<file path="src/rtl/bcd_conv_pkg.sv">
// bcd_conv_pkg: shared state encoding and default sizes for the BCD-to-binary converter
package bcd_conv_pkg;
  localparam int DIGITS_DEF = 4;
  localparam int BW_DEF = 14;
  typedef enum logic [1:0] {
    IDLE = 2'd0,
    CONV = 2'd1,
    DONE = 2'd2
  } state_t;
endpackage

</file>
<file path="src/rtl/bcd_conv_ctrl_mac10.sv">
// bcd_mac10: combinational acc*10 + digit, truncated to BW bits
import bcd_conv_pkg::*;
module bcd_mac10 #(
  parameter int BW = BW_DEF
) (
  input  logic [BW-1:0] acc,
  input  logic [3:0]    digit,
  output logic [BW-1:0] res
);
  assign res = (acc << 3) + (acc << 1) + BW'(digit);
endmodule

</file>
<file path="src/rtl/bcd_conv_ctrl.sv">
// bcd_conv_ctrl: serial packed-BCD to binary converter, one digit per cycle, MSD first; BCD_CONV_CHECK_EN adds illegal-digit flagging
import bcd_conv_pkg::*;
module bcd_conv_ctrl #(
  parameter int DIGITS = DIGITS_DEF,
  parameter int BW = BW_DEF
) (
  input  logic                clk,
  input  logic                rst_n,
  input  logic                in_valid,
  output logic                in_ready,
  input  logic [4*DIGITS-1:0] bcd_in,
  output logic                out_valid,
  input  logic                out_ready,
  output logic [BW-1:0]       bin_out,
  output logic                err
);
  localparam int CW = (DIGITS > 1) ? $clog2(DIGITS) : 1;
  localparam logic [CW-1:0] LAST = CW'(DIGITS - 1);
  state_t state;
  logic [4*DIGITS-1:0] op;
  logic [CW-1:0] cnt;
  logic [BW-1:0] acc;
  logic [BW-1:0] nxt;
  logic [3:0] dig;
  // operand shifts left each CONV cycle so the current digit is always the top nibble
  assign dig = op[4*DIGITS-1 -: 4];
  bcd_mac10 #(.BW(BW)) u_mac (
    .acc(acc),
    .digit(dig),
    .res(nxt)
  );
  assign in_ready = state == IDLE;
  assign out_valid = state == DONE;
  assign bin_out = acc;
  always_ff @(posedge clk or negedge rst_n) begin
    if (!rst_n) begin
      state <= IDLE;
      op <= '0;
      cnt <= '0;
      acc <= '0;
    end else begin
      case (state)
        IDLE: if (in_valid) begin
          op <= bcd_in;
          cnt <= '0;
          acc <= '0;
          state <= CONV;
        end
        CONV: begin
          acc <= nxt;
          op <= op << 4;
          cnt <= cnt + CW'(1);
          if (cnt == LAST) state <= DONE;
        end
        DONE: if (out_ready) state <= IDLE;
        default: state <= IDLE;
      endcase
    end
  end
`ifdef BCD_CONV_CHECK_EN
  logic err_q;
  always_ff @(posedge clk or negedge rst_n) begin
    if (!rst_n) err_q <= 1'b0;
    else if (state == IDLE && in_valid) err_q <= 1'b0;
    else if (state == CONV && dig > 4'd9) err_q <= 1'b1;
  end
  assign err = err_q;
`else
  assign err = 1'b0;
`endif
endmodule

</file>
<file path="config.mk">
export PLATFORM = sky130hd
export DESIGN_NAME = bcd_conv_ctrl
export DESIGN_NICKNAME = d
export VERILOG_FILES = /design/src/rtl/bcd_conv_pkg.sv /design/src/rtl/bcd_conv_ctrl_mac10.sv /design/src/rtl/bcd_conv_ctrl.sv
export SDC_FILE = /design/constraint.sdc
export NUM_CORES = 1
export LEC_CHECK = 0
export CORE_ASPECT_RATIO = 1.4
export CORE_MARGIN = 2
export CORE_UTILIZATION = 58
export DETAILED_ROUTE_END_ITERATION = 12
export GPL_TIMING_DRIVEN = 0
export PLACE_DENSITY = 0.85
export SYNTH_ARGS = -nofsm -noshare
export SYNTH_HDL_FRONTEND = slang
export SYNTH_HIERARCHICAL = 1
export SYNTH_SLANG_ARGS = --single-unit
export TNS_END_PERCENT = 50
</file>
<file path="constraint.sdc">
create_clock -name clk -period 4.5 [get_ports clk]
set_input_delay 1.125 -clock clk [delete_from_list [all_inputs] [get_ports clk]]
set_output_delay 1.125 -clock clk [all_outputs]
set_load 0.02 [all_outputs]
</file>
==> results.sh <==
export IMPL_setup_viol_count_final=0
export IMPL_fin_skew_ns=0.006775
export IMPL_synth_async_reset_ratio=1.000
export IMPL_crit_fanout=10
export IMPL_grtUsageMet3=0.04723
export IMPL_p_leak_nw=1.290
export IMPL_cp_slowest_cell="clkdlybuf4s50_1"
export IMPL_overflow=0
export IMPL_cts_inserted_buffers=5
export IMPL_busiest_layer="met2"
export IMPL_cap_violations=0
export IMPL_synth_edff_count=0
export IMPL_netlist_area_sq_um=2316
export IMPL_cts_tree="yes"
export IMPL_drt_total_wl_um=4655
export IMPL_use_met1=0.2458
export IMPL_synthFlopType="dfrtp_1"
export IMPL_fp_dieH_um=78.77
export IMPL_fin_crit_ns=2.879
export IMPL_synthToLayoutAreaGrowth_pct=21.18
export IMPL_ios=37
export IMPL_die_area_sq_um=4522
export IMPL_max_freq_mhz=347.3
export IMPL_maxSlewViolCount=0
export IMPL_io_buffers=35
export IMPL_cts_max_path_buffers=2
export IMPL_post_dp_hpwl_um=3381
export IMPL_num_antenna_cells=0
export IMPL_tightest_slew_ns=0.7564
export IMPL_start_util=0.5961
export IMPL_ant_nets=0
export IMPL_grt_pass1_vias=1795
export IMPL_numClockSinks=34
export IMPL_worstPathCellList="buf_4, buf_2, nor2_2, clkdlybuf4s50_1"
export IMPL_die_w_um=57.41
export IMPL_dr_pass1_iters=4
export IMPL_yosysSeqAreaShare=0.3674
export IMPL_syn_nets=246
export IMPL_rsz0062_at_grt="no"
export IMPL_avgSynthCellArea_sq_um=11.52
export IMPL_dp_cells=279
export IMPL_grt_pass1_wl_um=7997
export IMPL_nets=288
export IMPL_drc_errors=0
export IMPL_fin_cells=287
export IMPL_relSlewSlack=0.4957
export IMPL_critPathKind="reg -> out"
export IMPL_status="finished, final reports clean"
export IMPL_crit_path_end_kind="output port"
export IMPL_htree_num_levels=2
export IMPL_irDropWorstVdd_mv=0.5376
export IMPL_postCtsResizedCells=0
export IMPL_clk_pin_slew_ns=0.07
export IMPL_power_density_nw_per_um2=856.9
export IMPL_cts_setup_buffers=0
export IMPL_start_kind="flop"
export IMPL_cts_hold_buf=0
export IMPL_cts_root_buf="clkbuf_8"
export IMPL_avgRoutedWirePerCell_um=16.22
export IMPL_vias=1735
export IMPL_antenna_found_initial=0
export IMPL_whs_ns=0.5091
export IMPL_insertion_delay_ns=0.29
export IMPL_viasPerCell=6.045
export IMPL_ys_types=40
export IMPL_required_ns=3.38
export IMPL_synth_seq_cells=34
export IMPL_syn_instance_count=201
export IMPL_hold_violations=0
export IMPL_grt_use_total=0.2285
export IMPL_tns_ns=0
export IMPL_post_route_period_util=0.6398
export IMPL_hold_path_class="reg -> reg"
export IMPL_rows=27
export IMPL_use_met2=0.4216
export IMPL_grt_max_degree=35
export IMPL_critPathArrivalTime_ns=1.75
export IMPL_crit_path_max_incr_delay_ns=0.62
export IMPL_finish_utilization=0.7224
export IMPL_gp_congestion=0.8058
export IMPL_synth_warning_count=6
export IMPL_core_area_sq_um=3885
export IMPL_dr_first_iter_drc_count=24
export IMPL_layout_drive_gt1_share=0.1967
[placed cells by master (no fill, tap or decap), types with 2 or more instances in the layout]
| cell | instances |
|---|---|
| inv_1 | 20 |
| nor2b_1 | 3 |
| clkbuf_8 | 6 |
| xnor2_1 | 6 |
| clkbuf_1 | 2 |
| fa_1 | 2 |
| a21oi_1 | 8 |
| a31oi_1 | 3 |
| buf_2 | 3 |
| o21ai_0 | 2 |
| buf_6 | 6 |
| ha_1 | 23 |
| nand2b_1 | 3 |
| xor2_1 | 5 |
| nor4b_2 | 8 |
| buf_4 | 6 |
| nand3_1 | 5 |
| nor3b_1 | 11 |
| dfrtp_1 | 34 |
| nor4b_1 | 3 |
| a211oi_2 | 11 |
| a22o_1 | 20 |
| clkdlybuf4s50_1 | 34 |
[logic make-up after synthesis]
| group | count (synthesis) | share of synthesized area |
|---|---|---|
| AO/OA/AOI/OAI | 54 | 0.2080 |
| adder cells (fa/ha/maj) | 25 | 0.1415 |
| flip-flops | 34 | 0.3674 |
| other | 1 | 0.001619 |
| buffers and inverters | 35 | 0.08697 |
| XOR/XNOR | 11 | 0.04160 |
| AND/OR/NAND/NOR | 40 | 0.1480 |
| multiplexers | 1 | 0.004862 |
[power breakdown]
part | internal, W | switching (W)
combinational | 0.000778 | 0.000822
sequential | 0.000458 | 0.000107
clock | 0.000124 | 0.000117
total | 0.00136 | 0.00105
[final timing paths]
check	depth (start not counted)	to	start	slack, ns
worst min-delay path	1	bin_out[13]$_DFFE_PN0P_	bin_out[13]$_DFFE_PN0P_	0.51
worst max register to register	10	bin_out[12]$_DFFE_PN0P_	bin_out[0]$_DFFE_PN0P_	1.81
min in group asynchronous	1	bin_out[2]$_DFFE_PN0P_	rst_n	0.89
worst max-delay path	4	in_ready	state[0]$_DFFE_PN0P_	1.62
worst min register to register	1	bin_out[13]$_DFFE_PN0P_	bin_out[13]$_DFFE_PN0P_	0.51
max in group asynchronous	1	bin_out[9]$_DFFE_PN0P_	rst_n	3.11
[state kept, by name, summed over array words and instances (netlist names)]
name and count:
bin_out 14, op 16, cnt 2, state 2
[Yosys cell counts (2+ instances only)]
cell type	n	area share
ha_1	23	0.12
nor4b_2	8	0.052
o21ai_0	2	0.0043
buf_4	6	0.019
nor2b_1	3	0.0081
nand2b_1	3	0.0081
nor3b_1	11	0.036
a22o_1	20	0.076
nand3_1	5	0.011
xor2_1	5	0.019
a21oi_1	8	0.017
buf_2	2	0.0043
fa_1	2	0.017
inv_1	20	0.032
nor4b_1	3	0.011
dfrtp_1	34	0.37
a31oi_1	3	0.0081
a211oi_2	11	0.059
buf_6	6	0.029
xnor2_1	6	0.023
[routing by layer]
metal,up-vias,routed length [um]
met5,-,0
met4,0,109
met3,11,155
met2,43,2585
met1,860,1805
li1,821,-
[area by class of cell]
class	instances	area (sq um)
buffer	15	126.4
clock buffer	7	86.33
clock inverter	1	5.005
fill	295	1079
inverter	20	75.07
multi-input combinational	132	1264
sequential	34	850.8
tap	43	53.80
timing repair buffer	35	345.3
[critical path: cells and delay by family, from the launching register on]
kind | cells | cell delay [ns]
flops | 1 | 0.37
buf+inv | 3 | 0.98
simple gates | 1 | 0.11
[per-stage QoR]
step / total power (W) / area (sq um) / setup WS [ns]
after floorplan: 0.001769 / 2316 / 1.911
after global placement: 0.002110 / 2720 / 1.576
after detailed placement: 0.002160 / 2715 / 1.829
after CTS: 0.002419 / 2806 / 1.608
after global routing: 0.002603 / 2806 / 1.495
final: 0.002405 / 2806 / 1.621
Power figures use the tool's default switching activity.
